===== src/rtl/cpu_seq_pkg.sv =====
// Shared encodings for the cpu_seq instruction sequencer: FSM states, decoder
// instruction-format codes and the ECALL instruction word.
package cpu_seq_pkg;

  typedef enum logic [2:0] {
    StIdle   = 3'd0,
    StFetch  = 3'd1,
    StDecode = 3'd2,
    StExec   = 3'd3,
    StMem    = 3'd4,
    StWb     = 3'd5,
    StHalt   = 3'd6
  } state_e;

  typedef enum logic [2:0] {
    FmtR = 3'd0,
    FmtI = 3'd1,
    FmtS = 3'd2,
    FmtB = 3'd3,
    FmtU = 3'd4,
    FmtJ = 3'd5
  } fmt_e;

  localparam logic [31:0] Ecall = 32'h0000_0073;

  // Formats that produce a destination-register result.
  function automatic logic fmt_writes_rf(input logic [2:0] fmt);
    return (fmt == FmtR) || (fmt == FmtI) || (fmt == FmtU) || (fmt == FmtJ);
  endfunction

endpackage


===== src/rtl/seq_timeout_ctr.sv =====
// Handshake watchdog: counts cycles a request has been held without
// completion and flags expiry on the TIMEOUT-th such cycle.
module seq_timeout_ctr
  import cpu_seq_pkg::*;
#(
  parameter int unsigned TIMEOUT = 255
) (
  input  logic clk,
  input  logic rst,
  input  logic req,
  output logic expired
);

  logic [7:0] cnt_q;

  // Requests are always separated by idle cycles, so clearing while low
  // restarts the count on every request rise.
  always_ff @(posedge clk or posedge rst) begin
    if (rst) begin
      cnt_q <= '0;
    end else if (!req) begin
      cnt_q <= '0;
    end else if (!expired) begin
      cnt_q <= cnt_q + 8'd1;
    end
  end

  assign expired = req && (cnt_q == 8'(TIMEOUT - 1));

endmodule


===== src/rtl/cpu_seq.sv =====
// Multi-cycle instruction sequencer (FETCH/DECODE/EXEC/MEM/WB) with a
// handshake watchdog. Define CPU_SEQ_PERF_EN to build the retired counter.
module cpu_seq
  import cpu_seq_pkg::*;
#(
  parameter logic [31:0] RESET_PC = 32'h0000_0000,
  parameter int unsigned TIMEOUT  = 255
) (
  input  logic        CLK,
  input  logic        RST,
  input  logic        start,
  output logic        imem_req,
  output logic [31:0] imem_addr,
  input  logic        imem_ack,
  input  logic [31:0] imem_rdata,
  output logic [31:0] instr,
  output logic [31:0] pc,
  input  logic [2:0]  instr_format,
  input  logic        is_mem,
  input  logic        br_taken,
  input  logic [31:0] br_target,
  output logic        dmem_req,
  input  logic        dmem_ack,
  output logic        rf_we,
  output logic        busy,
  output logic        halt,
  output logic        err,
  output logic [31:0] retired
);

  state_e      state_q;
  logic [31:0] pc_q, instr_q, tgt_q;
  logic        br_q, wr_q, err_q;
  logic        expired;

  seq_timeout_ctr #(
    .TIMEOUT (TIMEOUT)
  ) u_timeout (
    .clk     (CLK),
    .rst     (RST),
    .req     (imem_req | dmem_req),
    .expired (expired)
  );

  always_ff @(posedge CLK or posedge RST) begin
    if (RST) begin
      state_q <= StIdle;
      pc_q    <= RESET_PC;
      instr_q <= '0;
      tgt_q   <= '0;
      br_q    <= 1'b0;
      wr_q    <= 1'b0;
      err_q   <= 1'b0;
    end else begin
      case (state_q)
        StIdle: if (start) state_q <= StFetch;
        StFetch: begin
          if (imem_ack) begin
            instr_q <= imem_rdata;
            state_q <= StDecode;
          end else if (expired) begin
            err_q   <= 1'b1;
            state_q <= StHalt;
          end
        end
        StDecode: state_q <= (instr_q == Ecall) ? StHalt : StExec;
        StExec: begin
          // Decoder/branch inputs are only guaranteed valid here, so capture them.
          br_q    <= br_taken;
          tgt_q   <= br_target;
          wr_q    <= fmt_writes_rf(instr_format);
          state_q <= is_mem ? StMem : StWb;
        end
        StMem: begin
          if (dmem_ack) begin
            state_q <= StWb;
          end else if (expired) begin
            err_q   <= 1'b1;
            state_q <= StHalt;
          end
        end
        StWb: begin
          pc_q    <= br_q ? tgt_q : pc_q + 32'd4;
          state_q <= StFetch;
        end
        StHalt:  state_q <= StHalt;
        default: state_q <= StIdle;
      endcase
    end
  end

  assign imem_req  = (state_q == StFetch);
  assign dmem_req  = (state_q == StMem);
  assign rf_we     = (state_q == StWb) && wr_q;
  assign halt      = (state_q == StHalt);
  assign busy      = (state_q != StIdle) && (state_q != StHalt);
  assign err       = err_q;
  assign imem_addr = pc_q;
  assign pc        = pc_q;
  assign instr     = instr_q;

`ifdef CPU_SEQ_PERF_EN
  logic [31:0] retired_q;

  always_ff @(posedge CLK or posedge RST) begin
    if (RST) begin
      retired_q <= '0;
    end else if (state_q == StWb) begin
      retired_q <= retired_q + 32'd1;
    end
  end

  assign retired = retired_q;
`else
  assign retired = '0;
`endif

endmodule

===== config.mk =====
export PLATFORM = sky130hd
export DESIGN_NAME = cpu_seq
export DESIGN_NICKNAME = d
export VERILOG_FILES = /design/src/rtl/cpu_seq_pkg.sv /design/src/rtl/seq_timeout_ctr.sv /design/src/rtl/cpu_seq.sv
export SDC_FILE = /design/constraint.sdc
export NUM_CORES = 1
export LEC_CHECK = 0
export ABC_AREA = 1
export CAP_MARGIN = 20
export CORE_UTILIZATION = 35
export DETAILED_ROUTE_END_ITERATION = 6
export GPL_ROUTABILITY_DRIVEN = 0
export PLACE_DENSITY_LB_ADDON = 0.2
export SLEW_MARGIN = 10
export SYNTH_ARGS = -nofsm -noshare
export SYNTH_HDL_FRONTEND = slang
export SYNTH_SLANG_ARGS = --single-unit
export TNS_END_PERCENT = 20

===== constraint.sdc =====
create_clock -name CLK -period 7.8 [get_ports CLK]
set_input_delay 0.78 -clock CLK [delete_from_list [all_inputs] [get_ports CLK]]
set_output_delay 0.78 -clock CLK [all_outputs]
set_load 0.03 [all_outputs]

# Yosys cells after proc, flatten, opt, wreduce, memory -nomap -nowiden
# Cells that the tools add are included.
# word_totals
ff_bits,110
output_inout_bits,134
wordCells,53
# classes
add_sub_neg,2
eq_ne,16
mux,14
bitwise_logic,1
n_reduce_logical,12
# op_table
cell,n
32-bit by 3-bit adder with 32-bit output (second input constant),1
32-bit by 7-bit equality test with 1-bit output (second input constant),1
32-bit 2-to-1 mux,1
3-bit one-hot mux with 7 select lines,1
8-bit 2-to-1 mux,2
3-bit equality test (second input constant),5
3-bit 2-to-1 mux,5
8-bit by 1-bit adder with 8-bit output (second input constant),1
8-bit equality test (second input constant),1
2-bit != test (second input constant),4
3-bit by 1-bit equality test with 1-bit output (second input constant),2
3-bit by 2-bit equality test with 1-bit output (second input constant),2
3-bit logical NOT,2
1-bit 2-to-1 mux,4
1-bit logical AND,3
1-bit logical OR,3
3-bit != test (second input constant),1
3-bit AND reduction,1
3-bit nonzero test,1
1-bit one-hot mux with 2 select lines,1
2-bit AND reduction,1
2-bit nonzero test,1
1-bit OR,1

# Depth between registers and ports, before layout
# Gate-level depths: netlist (run 1).
# logic_depth
ltp_word,6
ltp_mapped,11

# Modules after synthesis
# A second synthesis (run 1) with hierarchy kept.
# unflattened
cells_unflattened,792
area_unflattened_um2,6192.2
# by_module_without_submodules
module,n_inst,cells_each,area_each_um2,seq_area_each_um2
cpu_seq,1,732,5714.2,2552.4
seq_timeout_ctr,1,60,478.0,200.2

# Least setup slack after synthesis (run 1)
# No wires, ideal clock.
# synth_timing
path_type,reg2out
startpoint,register state_q[2]
endpoint,output rf_we
arrival_ns,1.491
t_required_ns,7.020
path_slack_ns,5.529
path_stages_with_launch,7
cell_sequence,dfrtp_1 -> inv_2 -> nor2_4 -> inv_2 -> buf_2 -> buf_1 -> nor2_1
# synth_between
elab_chain_len,2
# synth_rtl
item,line_no,text
"start, declared",cpu_seq.sv:31,state_e state_q;
"start signal, assigned",cpu_seq.sv:47,state_q <= StIdle;
"start signal, assigned",cpu_seq.sv:56,StIdle: if (start) state_q <= StFetch;
"start signal, assigned",cpu_seq.sv:60,state_q <= StDecode;
3-bit equality test,cpu_seq.sv:94,assign rf_we = (state_q == StWb) && wr_q;
1-bit logical AND,cpu_seq.sv:94,
"end, declared",cpu_seq.sv:24,"output logic rf_we,"
# No other way between the ends.

# Worst setup path after layout (run 1)
# Ends and elaborated chain as after synthesis.

==> impl_metrics.yaml, run 1 <==
worst_setup_path:
  r2r_start: "br_q"
  crit_path_start_kind: "register"
  endpoint_kind: "primary output"
  r2r-end: "imem_addr[18]"
  cp_slowest_stage_delay_ps: 680
  rrSetupSlack_ps: 5640
  path_cells: "inv_2 > nor2_4 > inv_2 > buf_4 > nor2_1 > clkdlybuf4s50_1"
  critPathMostFrequentCell: "inv_2"
  critPathRequiredTime_ps: 7020
  cp.buffers_inverters: 4
  path_class: "register to primary output"
  worstPathArrival_ps: 2610
  worstRegToRegCells: 6
  cp_slowest_cell: "clkdlybuf4s50_1"
  cp_top_family: "buffers and inverters"
  cp_max_fo: 41
clock_network:
  cts_tree: "yes"
  cts_setup_buffers: 0
  ctsHoldBuffers: 0
  cts_root_buffer: "clkbuf_16"
  worstSkewPairLatency_ps: 360
  cts_resized: 0
  htree_levels: 3
  clock_sinks: 110
  clkTransAtPathRegs_ps: 80
  cts_max_path_buffers: 2
  numCtsBuffers: 9
yosys:
  synth-edff-count: 0
  syn_inst: 864
  yosysSeqAreaShare: 0.4475
  ys_ff_latch: 110
  syn_area_sq_mm: 0.006151
  synthArstFlopShare: 1.000
  ys.flop_type: "dfrtp_1"
  avgSynthCellArea_sq_um: 7.119
  ys_types: 34
  yosysWarnings: 0
route:
  wl_per_cell_um: 13.29
  ant_nets: 0
  drc: 0
  drtIter0Drc: 292
  routed_wirelength_um: 16280
  drt_first_pass_iters: 5
  vias: 5591
  drt-vias-per-instance: 4.564
place:
  port-buffer-count: 173
  dp.final_hpwl_um: 11830
  dpl-instance-area_sq_mm: 0.007719
  dp_worst_setup_slack_ps: 4780
  dp.cells: 1208
global_routing:
  grt_pass1_vias: 5125
  antenna_found_initial: 1
  grt_pass1_wl_um: 26340
  gr-total-overflow: 0
  grt_start_max_net_pins: 79
  grt_usage: 0.1868
sta:
  max_freq_mhz: 294.6
  max_slew.worst_pin.slew_ps: 1006
  setup_viol: 0
  fin_skew_ps: 10.24
  setup_slack_ps: 4405
  final.setup.tns_ps: 0
  rsz0062_at_grt: "no"
  min_period_over_period: 0.4352
  finalCriticalPeriod_ps: 3395
  final-hold-violation-count: 0
  relSlewSlack: 0.3289
  finalMaxSlewViolations: 0
cells_and_area:
  fillers: 1780
  areaGrowthSynthToFinish_pct: 30.63
  drive_gt1_frac: 0.03904
  nets: 1072
  design_area_sq_mm: 0.008035
  final_cells: 1225
  layout_common_cells: "nand2_1, clkdlybuf4s50_1, dfrtp_1"
  final_common_cell: "nand2_1"
floorplanning:
  io_pins: 208
  die_w_um: 134.6
  die_h_um: 134.6
  core_sq_mm: 0.01724
  die_area_sq_mm: 0.01811
  row_count: 48
  initial_core_util: 0.3569
hold_path:
  hold_depth: 2
  worstHoldStart: "tgt_q[20]"
  hp-class: "register to register"
  min_to: "tgt_q[20]"
outcome:
  status: "completed"
flow_run:
  max-cap-violations: 0
power:
  p_total_mw: 3.297
  leakage_nw: 3.808
  vdd_drop_max_mv: 0.2028
  p_per_area_mw_per_mm2: 410.3
## flip-flops by register name (all words and copies together), names as in the netlist
name / flops
u_timeout.cnt_q: 8
imem_addr: 32
wr_q: 1
br_q: 1
state_q: 3
tgt_q: 32
err: 1
instr: 32
## cells by family after synthesis
group	synth area share
adder cells (fa/ha/maj)	0.006103
XOR/XNOR	0.004273
flip-flops	0.4475
other	0.0006097
AND/OR/NAND/NOR	0.3448
buffers and inverters	0.1408
AO/OA/AOI/OAI	0.05594
## cells in the mapped netlist, drive strengths merged, types with 2 or more instances
cell | n | area, sq um
inv | 69 | 259.0
nor3 | 12 | 65.06
nand3 | 24 | 120.1
nand2 | 358 | 1346
dfrtp | 110 | 2753
buf | 80 | 569.3
nor2 | 112 | 450.4
xnor2 | 2 | 17.52
o21ai | 33 | 165.2
o211ai | 2 | 15.01
clkbuf | 10 | 37.54
nand3b | 10 | 75.07
and3 | 2 | 12.51
a211oi | 7 | 52.55
ha | 3 | 37.54
a21oi | 16 | 80.08
nand4 | 6 | 37.54
## per-layer routing
metal,vias to the layer above,track usage,share of wire
li1,2841,-,-
met1,2549,0.2397,0.44
met2,183,0.2988,0.46
met3,18,0.06907,0.085
met4,0,0.04432,0.015
met5,-,0,0
## how the worst max path moves through the flow
stage / start / endpoint / slack [ps] / depth (start not counted)
floorplan: RST / br_q / 4120 / 1
global placement: state_q[2] / rf_we / 4760 / 6
detailed placement: state_q[2] / rf_we / 4780 / 6
CTS: state_q[2] / rf_we / 4370 / 6
global route: state_q[2] / rf_we / 4250 / 6
finish: state_q[2] / rf_we / 4410 / 6
## layout make-up
type                       instances  area [sq um]  share of cell area
multi-input combinational        626          2654              0.3303
antenna                            1         2.502           0.0003114
tap                              225         281.5             0.03504
clock buffer                      13         270.3             0.03363
sequential                       110          2753              0.3426
timing repair buffer             179          1797              0.2236
clock inverter                     2         16.27            0.002024
inverter                          69         261.5             0.03254
## through the flow
step	utilization	hold WS (ps)
2_1_floorplan	-	441.7
3_3_place_gp	0.4478	457.4
3_5_place_dp	0.4478	460.2
4_1_cts	0.4644	477.9
5_1_grt	0.4660	486.0
6_report	0.4662	473.2
## where the power goes
group          total (mW)  internal (mW)  switching (mW)
logic                1.74          0.666            1.07
clock network       0.454          0.242           0.212
registers            1.10          0.826           0.276
## worst register-to-register path, cell delays in order, from the launching register on
cell and delay, ps:
dfrtp_1 870, inv_1 380, buf_4 350, nor2_1 160, nor2_1 80, nand2_1 90
o21ai_0 80
(Power assumes the default switching activity.)
==> run 2, diff against run 1 <==
==> constraint.sdc (replaced) <==
create_clock -name CLK -period 3.44 [get_ports CLK]
set_input_delay 0.344 -clock CLK [delete_from_list [all_inputs] [get_ports CLK]]
set_output_delay 0.344 -clock CLK [all_outputs]
set_load 0.03 [all_outputs]
==> run 2 against run 1 <==
Compared with the run above: clock skew down 3.3 ps; flip-flop and latch count unchanged; final cell count up 0.33%; critical endpoint is now halt; largest cell class unchanged.
==> impl_metrics.yaml, run 2 (same netlist as run 1, synthesis figures left out) <==
cells_and_area:
  nets: 1076
  layout_common_cells: "nand2_1, clkdlybuf4s50_1, dfrtp_1"
  final_common_cell: "nand2_1"
  num_antenna_cells: 0
  drive_gt1_frac: 0.04382
  finish.utilization: 0.4689
  areaGrowthSynthToFinish_pct: 31.39
  fillers: 1775
  design_area_sq_mm: 0.008082
floorplanning:
  die_area_sq_mm: 0.01811
  io_pins: 208
  row_count: 48
  die_w_um: 134.6
  core_sq_mm: 0.01724
  die_h_um: 134.6
  initial_core_util: 0.3569
route:
  drt_first_pass_iters: 4
  drt-vias-per-instance: 4.490
  drc: 0
  routed_wirelength_um: 16380
  vias: 5518
  wl_per_cell_um: 13.32
  ant_nets: 0
  drtIter0Drc: 315
sta:
  max_slew.worst_pin.slew_ps: 1024
  rsz0062_at_grt: "no"
  final-hold-violation-count: 0
  relSlewSlack: 0.3167
  min_period_over_period: 0.6573
  finalCriticalPeriod_ps: 2261
  final.setup.tns_ps: 0
  setup_slack_ps: 1179
  hold_ws_ps: 473.8
  finalMaxSlewViolations: 0
  fin_skew_ps: 6.953
  max_freq_mhz: 442.3
  setup_viol: 0
place:
  dp_worst_setup_slack_ps: 1343
  port-buffer-count: 173
  dpl-instance-area_sq_mm: 0.007756
  dp.final_hpwl_um: 12140
global_routing:
  grt_start_max_net_pins: 65
  grt_pass1_vias: 5183
  grt_pass1_wl_um: 26630
  gr-total-overflow: 0
  antenna_found_initial: 0
  grt_usage: 0.1900
flow_run:
  max-cap-violations: 0
outcome:
  status: "completed"
clock_network:
  cts_resized: 0
  htree_levels: 3
  cts_max_path_buffers: 2
  cts_root_buffer: "clkbuf_16"
  ctsHoldBuffers: 0
  worstSkewPairLatency_ps: 360
  cts_setup_buffers: 0
  cts_tree: "yes"
  clock_sinks: 110
  clkTransAtPathRegs_ps: 70
  numCtsBuffers: 9
worst_setup_path:
  rrSetupSlack_ps: 1460
  crit_path_start_kind: "register"
  path_class: "register to primary output"
  endpoint_kind: "primary output"
  worstPathArrival_ps: 1920
  cp_max_fo: 7
  critPathRequiredTime_ps: 3100
power:
  leakage_nw: 3.841
  vdd_drop_max_mv: 0.4844
  p_per_area_mw_per_mm2: 942.4
hold_path:
  hp-class: "register to register"
[run 2: power by group]
group | internal, mW | leakage, nW | switching [mW] | total, mW
clock network | 0.661 | 0.160 | 0.494 | 1.15
logic | 1.53 | 2.31 | 2.48 | 4.00
registers | 1.87 | 1.38 | 0.587 | 2.46
total | 4.06 | 3.84 | 3.56 | 7.62
[run 2: path summary, 6_finish.rpt]
kind | from | end | depth (start not counted)
max in group asynchronous | RST | imem_addr[9] | 3
worst max register to register | state_q[1] | err | 8
worst min register to register | tgt_q[2] | tgt_q[2] | 2
worst min-delay path | tgt_q[2] | tgt_q[2] | 2
worst max-delay path | state_q[2] | halt | 3
min in group asynchronous | RST | wr_q | 2
[run 2: final cells by class]
cell class | count | area, sq um | area share
clock buffer | 11 | 242.7 | 0.03004
clock inverter | 5 | 82.58 | 0.01022
inverter | 69 | 261.5 | 0.03236
multi-input combinational | 626 | 2654 | 0.3284
sequential | 110 | 2753 | 0.3406
tap | 225 | 281.5 | 0.03484
timing repair buffer | 183 | 1807 | 0.2236
[run 2: per-layer routing]
layer  GRT usage  routed length [um]  vias up
met4     0.05805                 287        0
met1      0.2353                7123     2483
met2      0.3129                7632      167
met3     0.06381                1332       19
met5           0                   0        -
li1            -                   -     2849
[run 2: worst max-delay path, stage by stage, from the launching register on]
cell,delay (ps)
dfrtp_1,490
inv_2,90
nor2_1,250
clkdlybuf4s50_1,730
[run 2: stage by stage]
stage	power, mW	cells
final	7.616	1229
after global routing	8.204	1229
after CTS	7.716	1229
after detailed placement	6.524	1213
after global placement	6.479	1213
after floorplan	5.116	895
==> edit 1 (settings of run 2) <==
The option `CPU_SEQ_PERF_EN` is turned on by a define.
--- a/src/rtl/cpu_seq.sv
+++ b/src/rtl/cpu_seq.sv
@@ -1,4 +1,6 @@
 // Multi-cycle instruction sequencer (FETCH/DECODE/EXEC/MEM/WB) with a
 // handshake watchdog. Define CPU_SEQ_PERF_EN to build the retired counter.
+`define CPU_SEQ_PERF_EN
+
 module cpu_seq
   import cpu_seq_pkg::*;
Check against the original RTL: not equivalent (Yosys sat finds a counterexample within 10 cycles, from zero or initial values and one cycle with RST high).
==> edit 1 against run 2 <==
Clock skew up 0.0068 ns; sequential cell count grew 32; worst setup slack got worse by 0.046 ns; area after synthesis increased by 23%; critical endpoint is now rf_we; final area up 27%; critical path type unchanged; power grew 13%; wire length grew 24%; utilization increased by 1.8 points; largest cell class unchanged.
==> edit 1: results (changes against run 2) <==
Average vias per placed instance: 4.73 (was 4.49)
Max_slew headroom: 0.374 (was 0.317)
Worst Path Arrival: 1.96 ns (was 1.92 ns)
Post-synth top cells: nand2_1 (321), dfrtp_1 (142), nor2_1 (106) (was nand2_1 (357), dfrtp_1 (110), nor2_1 (104))
P_leak: 4.63 nW (was 3.84 nW)
Critical Path Fanout Max: 14 (was 7)
Largest net degree at the start of global routing: 143 (was 65)
Max stage delay on crit path: 0.67 ns (was 0.73 ns)
Netlist cell types: 40 (was 34)
Clk_skew: 0.0138 ns (was 0.00695 ns)
Initial antenna violation count: 1 (was 0)
Highest routed layer: met5 (was met4)
Met1 GRT Util: 0.246 (was 0.235)
Global-route wire length before repair: 33400 um (was 26600 um)
Clock latency on the worst-skew pair: 0.43 ns (was 0.36 ns)
Share of layout cells above drive strength 1: 0.0654 (was 0.0438)
Initial DRC Count: 320 (was 315)
Outcome: finished clean (unchanged)
Xor and xnor area share after synthesis: 0.0301 (was 0.00427)
CTS Buf Count: 17 (was 9)
Internal Power: 4.97 mW (was 4.06 mW)
Met3 WL: 972 um (was 1330 um)
NumNets Final: 1227 (was 1076)
Register area share after synthesis: 0.470 (was 0.448)
Final HPWL DP: 14600 um (was 12100 um)
Worst hold stages: 3 (was 2)
IO Port Bufs: 205 (was 173)
Final WL: 20300 um (was 16400 um)
VDD IR max: 517 uV (was 484 uV)
HP Class: in -> reg (was reg -> reg)
Htree depth: 4 (was 3)
Number of global-route vias before repair: 6631 (was 5183)
Post-Route M1 WL: 9240 um (was 7120 um)
Met2 usage: 0.318 (was 0.313)
Compound-Gate Fraction of Synth Area: 0.0773 (was 0.0559)
M3 GR Usage: 0.0419 (was 0.0638)
Adder-cell share of the synthesized area: 0.00662 (was 0.00610)
## edit 1: cell count changes after synthesis, moves of 19 or more
cell and delta:
inv_1 +37, nand3_1 +19, buf_4 -32, nand2_1 -36, a21oi_1 +19, o21ai_0 +19
dfrtp_1 +32
## edit 1: power groups by stage
stage	Combinational [mW]	Clock [mW]	Sequential, mW
2_1_floorplan	1.91	0	3.44
3_3_place_gp	3.82	0	2.87
3_5_place_dp	3.86	0	2.88
4_1_cts	3.87	1.95	2.86
5_1_grt	4.14	2.03	2.96
6_report	3.82	1.90	2.85
## edit 1: worst register-to-register path: stages, from the launching register on
cell     delay (ns)
dfrtp_1        0.49
inv_1          0.13
nand2_1        0.12
inv_1          0.07
nand2_2        0.68
mux2_2         0.45
## edit 1: worst paths after layout
check                                   from           to  slack [ns]
worst max-delay path              state_q[1]        rf_we        1.13
worst min register to register     tgt_q[26]    tgt_q[26]        0.47
worst max register to register    state_q[2]    instr[19]        1.39
max in group asynchronous                RST  retired[27]        2.38
min in group asynchronous                RST    tgt_q[14]        0.50
worst min-delay path            br_target[7]     tgt_q[7]        0.46
## edit 1: through the flow
step           setup WS (ns)  total power [mW]  hold slack (ns)  cell area, sq um  std cells
2_1_floorplan           1.32              5.34            0.437              7570        974
3_3_place_gp            1.40              6.68            0.459              9650       1405
3_5_place_dp            1.38              6.74            0.462              9650       1405
4_1_cts                 1.10              8.69            0.440             10300       1437
5_1_grt                 1.02              9.13            0.454             10300       1437
6_report                1.13              8.58            0.459             10300       1437
## edit 1: area by class of cell
class	count	area, sq um
Inverter	102	387
Multi-Input combinational cell	675	3260
Tap cell	275	344
Clock inverter	13	163
Timing Repair Buffer	211	2110
Fill cell	2127	10800
Sequential cell	142	3550
Clock buffer	19	443
==> edit 2 (settings of run 2) <==
Made on the original files. Encoding of `state_e`: now one-hot (7 bits for 7 states).
--- a/src/rtl/cpu_seq_pkg.sv
+++ b/src/rtl/cpu_seq_pkg.sv
@@ -3,12 +3,12 @@
 package cpu_seq_pkg;
 
-  typedef enum logic [2:0] {
-    StIdle   = 3'd0,
-    StFetch  = 3'd1,
-    StDecode = 3'd2,
-    StExec   = 3'd3,
-    StMem    = 3'd4,
-    StWb     = 3'd5,
-    StHalt   = 3'd6
+  typedef enum logic [6:0] {
+    StIdle   = 7'b0000001,
+    StFetch  = 7'b0000010,
+    StDecode = 7'b0000100,
+    StExec   = 7'b0001000,
+    StMem    = 7'b0010000,
+    StWb     = 7'b0100000,
+    StHalt   = 7'b1000000
   } state_e;
 
Formal check against the unedited RTL: same outputs for any inputs over 4 cycles, from zero or initial values and one cycle with RST high; so few cycles prove little.
==> edit 2 against run 2 <==
Final cell count fell by 6.4%; final area rose by 3.5%; via count fell by 4.9%; first-iteration DRC count fell by 13%; power fell by 24%; wire length fell by 3.8%; sequential cell count rose by 4; area after synthesis rose by 0.85%; global-route usage fell by 0.61 points; critical path depth rose by 4; non-clock buffer count fell by 2; worst setup slack got worse by 0.24 ns; maximum frequency fell by 9.7%.
==> edit 2: results (changes against run 2) <==
Clock tree root buffer cell: clkbuf_16 (unchanged)
Global-route wire length before repair: 25700 um (was 26600 um)
Initial DRC Count: 275 (was 315)
Via count: 5248 (was 5518)
Htree depth: 4 (was 3)
Final HPWL DP: 11400 um (was 12100 um)
HP Class: in -> async (was reg -> reg)
Worst Path Arrival: 2.16 ns (was 1.92 ns)
Number of global-route vias before repair: 5038 (was 5183)
Largest net degree at the start of global routing: 55 (was 65)
Total setup buffers inserted after CTS: 0 (unchanged)
1st-pass router iterations: 4 (unchanged)
Initial antenna violation count: 1 (was 0)
Post-synth top cells: nand2_1 (225), dfrtp_1 (113), nor2_1 (79) (was nand2_1 (357), dfrtp_1 (110), nor2_1 (104))
Yosys warns: 0 (unchanged)
Longest Clk Path Bufs: 2 (unchanged)
Adder-cell share of the synthesized area: 0.00605 (was 0.00610)
Critical Path Fanout Max: 3 (was 7)
Clock transition at the registers of the reported paths: 0.06 ns
FFs w/ async S/R, synth: 1.00 (unchanged)
Netlist cell types: 45 (was 34)
Main area contributors after synthesis: dfrtp_1 (46%), nand2_1 (14%), buf_4 (8.2%) (was dfrtp_1 (45%), nand2_1 (22%), buf_4 (8.1%))
Compound-Gate Fraction of Synth Area: 0.0708 (was 0.0559)
Post-synthesis mux area share: 0.0526 (was 0)
Max_slew headroom: 0.491 (was 0.317)
P_leak: 3.72 nW (was 3.84 nW)
Overall routing resource usage: 0.184 (was 0.190)
CTS Buf Count: 17 (was 9)
NumNets Final: 990 (was 1076)
Net Sw Power: 2.16 mW (was 3.56 mW)
Clk_skew: 0.00896 ns (was 0.00695 ns)
Share of layout cells above drive strength 1: 0.0714 (was 0.0438)
Placed cell areas: 0.00778 sq mm (was 0.00776 sq mm)
Clock latency on the worst-skew pair: 0.42 ns (was 0.36 ns)
Drt wl/cell: 13.7 um (was 13.3 um)
# fillers: 1718 (was 1775)
VDD IR max: 495 uV (was 484 uV)
Number of antenna diodes: 0 (unchanged)
Outcome: finished clean (unchanged)
Register area share after synthesis: 0.460 (was 0.448)
Post-synth top flop: dfrtp_1 (unchanged)
Xor and xnor area share after synthesis: 0.00706 (was 0.00427)
EDFF count, synth: 0 (unchanged)
Design Area, Final: 0.00836 sq mm (was 0.00808 sq mm)
[edit 2: worst paths after layout]
check | cells past startpoint | from | slack [ns] | to
min reg2reg | 2 | tgt_q[0] | 0.48 | imem_addr[0]
max | 7 | state_q[0] | 0.94 | busy
max in group asynchronous | 3 | RST | 2.22 | tgt_q[28]
min in group CLK | 3 | imem_rdata[14] | 0.46 | instr[14]
max reg2reg | 5 | state_q[4] | 1.46 | tgt_q[15]
min | 2 | RST | 0.40 | instr[29]
[edit 2: area by class of cell]
class,instances,share of cell area
sequential,114,0.341
multi-input combinational,532,0.311
clock inverter,13,0.0166
clock buffer,18,0.0525
tap,225,0.0337
inverter,67,0.0304
timing repair buffer,181,0.214
[edit 2: through the flow]
stage	setup WS (ns)	std cells	hold slack [ns]
after global routing	0.796	1150	0.464
after floorplan	0.0819	799	0.418
final	0.936	1150	0.398
after CTS	0.909	1150	0.407
after detailed placement	1.39	1119	0.458
after global placement	1.37	1119	0.456
[edit 2: critical path, stage by stage, from the launching register on]
cell and delay (ns):
dfstp_2 0.56, nor2_4 0.06, nand2_2 0.09, inv_1 0.05, nand4_1 0.12, inv_1 0.07
nor2_1 0.09, clkdlybuf4s50_1 0.71
[edit 2: routing by layer]
metal | vias to the layer above | track usage | share of wire
li1 | 2652 | - | -
met1 | 2422 | 0.231 | 0.44
met2 | 156 | 0.299 | 0.48
met3 | 16 | 0.0565 | 0.067
met4 | 2 | 0.0637 | 0.014
met5 | - | 0 | 0.00083
[edit 2: power groups by stage]
stage	Clock [mW]	Combinational (mW)	Sequential [mW]
floorplan	0	0.951	2.44
detailed placement	0	2.02	2.12
global route	1.82	2.19	2.16
CTS	1.76	2.03	2.11
global placement	0	2.00	2.12
finish	1.72	2.00	2.10
